$ cat src/rtl/rv32_pkg.sv
// Shared definitions for the instruction fetch front end: reset/NOP
// constants, fetch FSM encoding and the buffered {inst, pc} entry type.
package rv32_pkg;

  localparam logic [31:0] RV_RESET_PC  = 32'h0000_0000;
  localparam logic [31:0] RV_NOP_INST  = 32'h0000_0013;
  localparam int          FETCH_DEPTH  = 2;

  typedef enum logic [1:0] {
    ST_IDLE  = 2'd0,
    ST_FETCH = 2'd1,
    ST_HOLD  = 2'd2
  } fetch_state_e;

  typedef struct packed {
    logic [31:0] inst;
    logic [31:0] pc;
  } fetch_entry_t;

  // Force an address onto a word boundary.
  function automatic logic [31:0] word_align(input logic [31:0] addr);
    return {addr[31:2], 2'b00};
  endfunction

endpackage

$ cat src/rtl/fetch_buf.sv
// Two-entry {inst, pc} FIFO between the instruction memory response and
// decode. Flush wins over push and pop; push into a full buffer and pop
// from an empty one are ignored.
module fetch_buf
  import rv32_pkg::*;
(
  input  logic         clk,
  input  logic         rst,
  input  logic         i_push,
  input  fetch_entry_t i_entry,
  input  logic         i_pop,
  input  logic         i_flush,
  output logic [1:0]   o_count,
  output logic [31:0]  o_head_inst,
  output logic [31:0]  o_head_pc
);

  fetch_entry_t r_mem [FETCH_DEPTH];
  logic         r_wr_ptr;
  logic         r_rd_ptr;
  logic [1:0]   r_count;
  logic         w_do_push;
  logic         w_do_pop;

  assign w_do_push = i_push && !i_flush && (r_count != 2'd2);
  assign w_do_pop  = i_pop  && !i_flush && (r_count != 2'd0);

  // Each slot captures the incoming entry when the write pointer selects it.
  for (genvar gi = 0; gi < FETCH_DEPTH; gi++) begin : g_slot
    always_ff @(posedge clk or negedge rst) begin
      if (!rst) begin
        r_mem[gi] <= '0;
      end else if (w_do_push && (r_wr_ptr == gi[0])) begin
        r_mem[gi] <= i_entry;
      end
    end
  end

  // Pointer and occupancy bookkeeping; flush empties the buffer in one cycle.
  always_ff @(posedge clk or negedge rst) begin
    if (!rst) begin
      r_wr_ptr <= 1'b0;
      r_rd_ptr <= 1'b0;
      r_count  <= 2'd0;
    end else if (i_flush) begin
      r_wr_ptr <= 1'b0;
      r_rd_ptr <= 1'b0;
      r_count  <= 2'd0;
    end else begin
      if (w_do_push) r_wr_ptr <= ~r_wr_ptr;
      if (w_do_pop)  r_rd_ptr <= ~r_rd_ptr;
      r_count <= r_count + {1'b0, w_do_push} - {1'b0, w_do_pop};
    end
  end

  assign o_count     = r_count;
  assign o_head_inst = r_mem[r_rd_ptr].inst;
  assign o_head_pc   = r_mem[r_rd_ptr].pc;

endmodule

$ cat src/rtl/fetch_ctl.sv
// Instruction fetch controller: issues word fetches, keeps at most two
// instructions outstanding (buffered plus in flight), and hands them to
// decode in order. An execute-stage redirect discards everything queued.
// A response arriving into an empty buffer is forwarded to decode in the
// same cycle, giving one cycle from imem_req to inst_valid.
module fetch_ctl
  import rv32_pkg::*;
#(
  parameter logic [31:0] RESET_PC = RV_RESET_PC,
  parameter logic [31:0] NOP_INST = RV_NOP_INST
) (
  input  logic        clk,
  input  logic        rst,
  output logic [31:0] imem_addr,
  output logic        imem_req,
  input  logic [31:0] imem_rdata,
  input  logic        pc_sel,
  input  logic [31:0] alu_target,
  input  logic        dec_ready,
  output logic [31:0] inst,
  output logic [31:0] inst_pc,
  output logic        inst_valid,
  output logic        misalign
);

  fetch_state_e r_state;
  fetch_state_e w_state_next;
  logic [31:0]  r_pc;
  logic         r_inflight;
  logic [31:0]  r_inflight_pc;

  logic         w_req;
  logic [1:0]   w_count;
  logic [1:0]   w_occupancy;
  logic         w_issue_ok;
  logic         w_fifo_empty;
  logic         w_bypass;
  logic         w_push;
  logic         w_pop;
  logic [31:0]  w_head_inst;
  logic [31:0]  w_head_pc;
  fetch_entry_t w_entry;

  // Outstanding work is what is buffered plus what memory still owes us.
  assign w_occupancy  = w_count + {1'b0, r_inflight};
  assign w_issue_ok   = (w_occupancy < 2'd2) && !pc_sel;
  assign w_fifo_empty = (w_count == 2'd0);

  // A response landing in an empty buffer goes straight to decode, except
  // during a redirect, when it belongs to the abandoned path.
  assign w_bypass = w_fifo_empty && r_inflight && !pc_sel;
  assign w_pop    = !w_fifo_empty && dec_ready;
  assign w_push   = r_inflight && !pc_sel && !(w_bypass && dec_ready);
  assign w_entry  = '{inst: imem_rdata, pc: r_inflight_pc};

  fetch_buf u_buf (
    .clk         (clk),
    .rst         (rst),
    .i_push      (w_push),
    .i_entry     (w_entry),
    .i_pop       (w_pop),
    .i_flush     (pc_sel),
    .o_count     (w_count),
    .o_head_inst (w_head_inst),
    .o_head_pc   (w_head_pc)
  );

  // State register.
  always_ff @(posedge clk or negedge rst) begin
    if (!rst) r_state <= ST_IDLE;
    else      r_state <= w_state_next;
  end

  // Next state and request issue; a redirect always lands in FETCH.
  always_comb begin
    w_state_next = r_state;
    w_req        = 1'b0;
    case (r_state)
      ST_IDLE: w_state_next = ST_FETCH;
      ST_FETCH, ST_HOLD: begin
        if (w_issue_ok) begin
          w_req        = 1'b1;
          w_state_next = ST_FETCH;
        end else begin
          w_state_next = ST_HOLD;
        end
      end
      default: w_state_next = ST_IDLE;
    endcase
    if (pc_sel) w_state_next = ST_FETCH;
  end

  // Program counter and in-flight tracking; a redirect kills the response.
  always_ff @(posedge clk or negedge rst) begin
    if (!rst) begin
      r_pc          <= RESET_PC;
      r_inflight    <= 1'b0;
      r_inflight_pc <= '0;
    end else begin
      r_inflight <= w_req;
      if (w_req) r_inflight_pc <= r_pc;
      if (pc_sel)     r_pc <= word_align(alu_target);
      else if (w_req) r_pc <= r_pc + 32'd4;
    end
  end

  // Decode-side presentation: buffer head first, else the forwarded response.
  always_comb begin
    inst       = NOP_INST;
    inst_pc    = 32'h0000_0000;
    inst_valid = 1'b0;
    if (!w_fifo_empty) begin
      inst       = w_head_inst;
      inst_pc    = w_head_pc;
      inst_valid = 1'b1;
    end else if (w_bypass) begin
      inst       = imem_rdata;
      inst_pc    = r_inflight_pc;
      inst_valid = 1'b1;
    end
  end

  assign imem_addr = r_pc;
  assign imem_req  = w_req;
  // Held low while reset is asserted, independent of the redirect inputs.
  assign misalign  = rst & pc_sel & (alu_target[1:0] != 2'b00);

endmodule
$ cat config.mk
export PLATFORM = sky130hd
export DESIGN_NAME = fetch_ctl
export DESIGN_NICKNAME = d
export VERILOG_FILES = /design/src/rtl/rv32_pkg.sv /design/src/rtl/fetch_buf.sv /design/src/rtl/fetch_ctl.sv
export SDC_FILE = /design/constraint.sdc
export NUM_CORES = 1
export LEC_CHECK = 0
export BUFFER_PORTS_ARGS = -buffer_cell sky130_fd_sc_hd__buf_2
export CORE_UTILIZATION = 60
export DETAILED_ROUTE_END_ITERATION = 10
export GPL_TIMING_DRIVEN = 0
export PLACE_DENSITY = 0.9
export SYNTH_ARGS = -nofsm -noshare
export SYNTH_HDL_FRONTEND = slang
export SYNTH_SLANG_ARGS = --single-unit
$ cat constraint.sdc
create_clock -name clk -period 4.41 [get_ports clk]
set_input_delay 0.441 -clock clk [delete_from_list [all_inputs] [get_ports clk]]
set_output_delay 0.441 -clock clk [all_outputs]
set_load 0.02 [all_outputs]
==> results.yml, run 1 <==
critical_path:
  setup.worst_path.end_class: "output port"
  worstRegToRegCells: 6
  cp_max_fo: 10
  start_kind: "flip-flop"
  worst_ep_required_time_ps: 3970
  path_class: "flip-flop to output port"
  timing.rr.end: "r_inflight_pc[24]"
  setup.reg_to_reg.worst_slack_ps: 1850
  worst-endpoint-arrival_ps: 3050
  r2r_start: "r_state[0]"
yosys:
  syn_area_um2: 9343
  fraction_of_the_mapped_netlist_area_in_adder_cells_pct: 0.6696
  post_synth_and_or_nand_nor_area_fraction_pct: 11.16
  post_synth_main_area_contributors: "dfrtp_1 51%, mux2_2 19%, mux2i_1 7.0%"
  ys_seq_area_share_pct: 51.16
  synthCells: 816
  muxShareOfSynthArea_pct: 25.53
  yosys_register_bits: 191
  ys_async_sr_fraction_pct: 100.0
  yosys.area.top_type: "dfrtp_1"
  netlist.area_leader.share_pct: 51.16
  synth_top_family_by_area: "multiplexers"
  synthesis.area_per_instance_um2: 11.45
  ys.flop_type: "dfrtp_1"
  netlist-cell-type-count: 49
  ys.warnings.count: 0
  synthXorXnorAreaFrac_pct: 0.6562
  synth_compound_gate_area_share_pct: 7.741
  synth_most_common_cell: "dfrtp_1"
  synth-edff-count: 0
  synth.top_cells.by_count: "191 x dfrtp_1, 154 x mux2_2, 82 x nand2_1, 69 x o21ai_0, 65 x mux2i_1"
layout:
  synthToLayoutAreaGrowth_pct: 18.56
  num_antenna_cells: 0
  finalNetCount: 1074
  post-route-cell-area_um2: 11080
  fill_cells: 1075
  final_layout_size_suffix_gt1_share_pct: 36.49
  postLayoutCoreUtil_pct: 72.86
cts:
  htree_num_levels: 4
  clock_tree_from_tritoncts: "yes"
  hold_buffers: 1
  clockBufferDepth: 2
  cts-root-buf: "clkbuf_16"
  cts_inserted_buffers: 17
  post-cts-setup-buffer-count: 0
  cts_repair_resize_count: 0
  clkLatencyLatePin_ps: 430
  clock_sinks: 191
  clock_pin_slew_of_the_registers_on_the_worst_case_setup_and_hold_paths_ps: 70
global_routing:
  grt_usage_pct: 30.16
  met2_routing_resource_usage_after_global_routing_pct: 49.37
  gr-total-overflow: 0
  first_global_vias: 7255
  gr-usage-met3_pct: 5.356
  grt_most_used_layer: "met2"
  wire_length_of_the_first_global_routing_pass_mm: 37.32
  grt_max_degree: 129
  use_met1_pct: 40.42
  grt_antenna_before_repair: 0
route:
  dr.first_iter.drc_count: 638
  detailroute.via_count: 7340
  ant_nets_after_route: 0
  aggregate_routed_wire_length_mm: 23.03
  drt_first_pass_iters: 5
  route.detailed.vias_per_inst: 6.106
  post-route-drc-count: 0
  wl_per_cell_um: 19.16
worst_hold_path:
  hp-start: "alu_target[5]"
  hold_path_end: "imem_addr[5]"
  hold_path.class: "primary input to flip-flop"
  cell_depth_of_the_worst_hold_path: 3
floorplan:
  fp-row-count: 45
  overall_die_area_um2: 16070
  fp.dieH_um: 126.8
  start_util_pct: 61.46
  boundary_pins: 167
  die_w_um: 126.8
  floorplan.core_area_um2: 15200
sta:
  fin_worst_skew_ps: 7.251
  timing_hold_violations_final: 0
  fmaxAchievable_mhz: 286.8
  min_period_over_period_pct: 79.07
  finalMaxSlewViolations: 0
  number_of_setup_violations_in_the_final_report: 0
  grt_setup_unrepaired: "no"
  max_slew_margin_pct: 41.19
  finalCriticalPeriod_ps: 3487
  max_slew.worst_pin.slew_ps: 878.9
  setup-tns-final_ps: 0
  final.hold.worst_slack_ps: 226.9
power_and_ir_drop:
  power.leakage_uw: 0.004919
  vdd.ir_drop.worst_mv: 0.3523
  totalPowerFinal_uw: 7622
  power_density_nw_per_um2: 688.1
place:
  dp_hpwl_mm: 15.64
  place.port_buffers: 161
  final_weighted_congestion_in_routability_driven_placement: 0.8641
  placedInstanceArea_um2: 10430
outcome:
  outcome: "finished clean"
flow_run:
  maxCapViolations: 0
-- area by class of cell --
| cell class | instances | area (um2) | area share (%) |
|---|---|---|---|
| Buffer | 57 | 255.2 | 2.304 |
| Clock buffer | 24 | 481.7 | 4.349 |
| Clock inverter | 8 | 152.6 | 1.378 |
| Inverter | 8 | 30.03 | 0.2711 |
| Multi-Input combinational cell | 563 | 4289 | 38.72 |
| Sequential cell | 191 | 4780 | 43.15 |
| Tap cell | 188 | 235.2 | 2.124 |
| Timing Repair Buffer | 163 | 853.3 | 7.704 |
-- state kept, by name (all words and copies together), names as in the netlist --
signal	cells
imem_addr	30
u_buf.r_mem	124
r_inflight	1
u_buf.r_rd_ptr	1
u_buf.r_wr_ptr	1
u_buf.o_count	2
r_inflight_pc	30
r_state	2
-- cells by family (layout without fill, tap and decap cells) --
| logic type | after synthesis | after routing |
|---|---|---|
| mux | 219 | 219 |
| flops | 191 | 191 |
| simple gates | 207 | 207 |
| buf+inv | 65 | 260 |
| xor+xnor | 7 | 7 |
| compound gates | 121 | 121 |
| other cells | 1 | 4 |
| fa+ha+maj | 5 | 5 |
-- layer usage --
metal	wire, um	vias to the layer above	share of wire, %
met5	0	-	0
li1	-	3333	-
met1	9793	3619	43
met3	1601	51	7.0
met2	11060	337	48
met4	577	0	2.5
-- how the worst max path moves through the flow --
stage / start / end / slack, ps / depth (start not counted)
after floorplan: pc_sel / inst_pc[21] / 2110 / 7
after global placement: rst / misalign / -140 / 3
after detailed placement: pc_sel / inst_pc[28] / 1140 / 8
after CTS: u_buf.o_count[1] / inst_pc[28] / 790 / 7
after global routing: u_buf.o_count[1] / inst_pc[26] / 710 / 7
final: u_buf.o_count[1] / inst_pc[24] / 920 / 7
-- placed cells by master (no fill, tap or decap), types with 17 or more instances in the layout --
cell and n:
nand3_1 21, mux2i_1 65, nor2_1 29, clkbuf_16 17, buf_2 175, mux2_2 154, dfrtp_1 191, nand2_1 82
o21ai_0 69, clkbuf_1 36
-- metrics by stage --
stage	worst slack [ps]	std cells
finish	923.0	1202
global route	707.4	1202
CTS	787.4	1202
detailed placement	1142	1169
global placement	-138.3	1168
floorplan	2114	819
-- worst max-delay path: stages (launching register included) --
cell and delay, ps:
dfrtp_1 450, or2_2 380, nor2_1 450, clkbuf_1 450
buf_1 480, nand2_1 130, o21ai_0 90, buf_2 190
-- where the power goes --
part | total (uW) | switching, uW | internal (uW) | leakage [uW]
logic | 2960 | 1650 | 1320 | 0.00232
registers | 3000 | 506 | 2500 | 0.00229
clock network | 1650 | 655 | 999 | 0.000301
(Power assumes the default switching activity.)
==> inputs of run 2 (changes only) <==
Settings changed: ABC_AREA set to 1, CORE_UTILIZATION 60 to 56, PLACE_DENSITY 0.9 to 0.85.
Clock period 4.41 ns to 3.6 ns, I/O delays scaled along.
==> results.yml, run 2 <==
sta:
  min_period_over_period_pct: 80.08
  fmaxAchievable_mhz: 346.9
  number_of_setup_violations_in_the_final_report: 0
  timing_hold_violations_final: 0
  max_slew.worst_pin.slew_ps: 632.4
  finalCriticalPeriod_ps: 2883
  grt_setup_unrepaired: "no"
  max_slew_margin_pct: 57.84
  setup-tns-final_ps: 0
  finalMaxSlewViolations: 0
  fin_worst_skew_ps: 8.297
critical_path:
  worst_ep_required_time_ps: 3240
  start_kind: "flip-flop"
  timing.critical_path.slowest_cell_delay_ps: 460
  path_class: "flip-flop to output port"
  path_cells: "nor2_2 -> nand2_1 -> clkbuf_1 -> o22ai_1 -> buf_2"
  cp_max_fo: 10
  critical_path_cell_with_the_highest_stage_delay: "dfrtp_1"
  setup.worst_path.end_class: "output port"
  worst-endpoint-arrival_ps: 2520
layout:
  most_flop_heavy_register: "u_buf.r_mem"
  finalNetCount: 1435
  final_layout_size_suffix_gt1_share_pct: 17.60
  largest_register_ffs: 124
  most_common_cell_after_layout_fill_and_taps_aside: "nand2_1"
  mostFrequentLayoutCells: "310 x nand2_1, 191 x dfrtp_1, 178 x buf_2, 160 x o21ai_0, 109 x inv_1"
  num_antenna_cells: 0
  synthToLayoutAreaGrowth_pct: 18.81
cts:
  clock_sinks: 191
  htree_num_levels: 4
  clkLatencyLatePin_ps: 430
  clock_pin_slew_of_the_registers_on_the_worst_case_setup_and_hold_paths_ps: 70
  cts-root-buf: "clkbuf_16"
  clockBufferDepth: 2
  cts_inserted_buffers: 17
  post-cts-setup-buffer-count: 0
  clock_tree_from_tritoncts: "yes"
power_and_ir_drop:
  p_sw_share_pct: 38.89
  power.clock.fraction_pct: 23.9
  proportion_of_power_drawn_by_flip_flops_and_latches_pct: 42.5
  pwr-share-comb_pct: 33.7
  vdd.ir_drop.worst_mv: 0.3849
  totalPowerFinal_uw: 8189
  power_switching_uw: 3184
  power_report.internal_total_uw: 5004
  power.leakage_uw: 0.005625
  power_density_nw_per_um2: 741.2
place:
  dp_hpwl_mm: 17.18
  final_weighted_congestion_in_routability_driven_placement: 0.9529
  place.port_buffers: 161
floorplan:
  die_w_um: 130.9
  fp-row-count: 46
  boundary_pins: 167
  fp.dieH_um: 130.9
  start_util_pct: 57.91
  overall_die_area_um2: 17120
  floorplan.core_area_um2: 16060
yosys:
  synthCells: 1177
  ys.warnings.count: 0
  fraction_of_the_mapped_netlist_area_in_adder_cells_pct: 0.6728
  synth-edff-count: 0
  ys_async_sr_fraction_pct: 100.0
  syn_area_um2: 9299
  post_synth_and_or_nand_nor_area_fraction_pct: 20.67
  yosys_register_bits: 191
  netlist-cell-type-count: 32
  synth.top_cells.by_count: "310 x nand2_1, 191 x dfrtp_1, 160 x o21ai_0, 109 x inv_1, 101 x nor2_1"
  synth_compound_gate_area_share_pct: 18.10
  netlist.area_leader.share_pct: 51.40
  ys.flop_type: "dfrtp_1"
  synth_top_family_by_area: "simple AND/OR/NAND/NOR gates"
  post_synth_main_area_contributors: "dfrtp_1 51%, nand2_1 13%, o21ai_0 8.6%"
  muxShareOfSynthArea_pct: 0
  synthesis.area_per_instance_um2: 7.901
  synthXorXnorAreaFrac_pct: 0.5651
  ys_seq_area_share_pct: 51.40
  yosys.area.top_type: "dfrtp_1"
  synth_most_common_cell: "nand2_1"
route:
  wl_per_cell_um: 15.65
  route.detailed.vias_per_inst: 5.503
  detailroute.via_count: 8756
  aggregate_routed_wire_length_mm: 24.90
  drt_first_pass_iters: 5
  post-route-drc-count: 0
  dr.first_iter.drc_count: 858
  ant_nets_after_route: 0
flow_run:
  maxCapViolations: 0
outcome:
  outcome: "finished clean"
global_routing:
  gr-total-overflow: 0
  first_global_vias: 8246
  grt_max_degree: 125
  grt_antenna_before_repair: 0
  wire_length_of_the_first_global_routing_pass_mm: 40.56
  grt_usage_pct: 30.77
worst_hold_path:
  hold_path.class: "primary input to flip-flop"
run 2: changes by cell type after synthesis, sizes merged, moves of 59 or more:
| cell | before | now |
|---|---|---|
| nand2 | 82 | 311 |
| mux2 | 154 | 0 |
| o21ai | 69 | 222 |
| inv | 8 | 114 |
| nor2 | 29 | 107 |
| mux2i | 65 | 0 |
| o22ai | 0 | 59 |
run 2: per-layer routing:
metal	share of wire, %	vias up	GRT usage (%)
met5	0	-	0
met4	2.8	0	12.51
met3	8.1	53	4.479
met2	47	423	50.02
met1	42	4085	41.68
li1	-	4195	-
run 2: kinds of logic after synthesis:
group | Yosys count
and+or+nand+nor | 482
xor gates and xnor gates | 6
other | 1
DFF | 191
adders and majority gates | 5
buffers and inverters | 185
AOI/OAI and AO/OA | 307
run 2: power by group through the flow:
stage	clock network, uW	registers, uW	logic [uW]
finish	1950	3480	2760
global route	2070	3570	3100
CTS	1970	3460	2750
detailed placement	0	3480	2720
global placement	0	3450	2630
floorplan	0	3470	1770
run 2: final cells by class:
cell class / instances / area [um2]
plain buffers: 71 / 367.9
clock buffers: 19 / 452.9
inverters: 114 / 427.9
flip-flops and latches: 191 / 4780
repair buffers: 163 / 853.3
clock inverters: 13 / 161.4
multi-input cells: 804 / 3735
fillers: 1320 / 5010
well taps: 216 / 270.3
run 2: final timing paths:
| path | from | end | cells past startpoint | slack, ps |
|---|---|---|---|---|
| min in group asynchronous | rst | u_buf.r_mem[120] | 2 | 470 |
| max in group asynchronous | rst | u_buf.r_mem[29] | 3 | 2150 |
| min reg2reg | u_buf.r_mem[107] | u_buf.r_mem[107] | 2 | 490 |
| max reg2reg | u_buf.o_count[1] | u_buf.o_count[1] | 7 | 1800 |
| min | alu_target[14] | imem_addr[14] | 3 | 140 |
| max | u_buf.o_count[1] | inst_pc[20] | 5 | 720 |
run 2: critical path: cells and delay by family, from the launching register on:
kind,cells,cell delay [ps]
simple gates,2,750
buf+inv,2,560
flops,1,460
compound gates,1,320
run 2: timing repair:
item / in CTS / in global routing
setup endpoints to repair: 0 / 0
endpoints found under the hold margin: 68 / 0
hold buffers: 1 / 0
gates resized for setup: 0 / 0
run 2: per-stage QoR:
stage	setup slack, ps	instance area [um2]	hold WS (ps)	util, %	cells
floorplan	1794	9310	64.41	-	1180
global placement	-833.2	10390	460.3	64.68	1557
detailed placement	1213	10420	339.9	64.91	1558
CTS	721.9	11050	131.9	68.80	1591
global route	638.2	11050	150.9	68.80	1591
finish	717.2	11050	138.6	68.80	1591
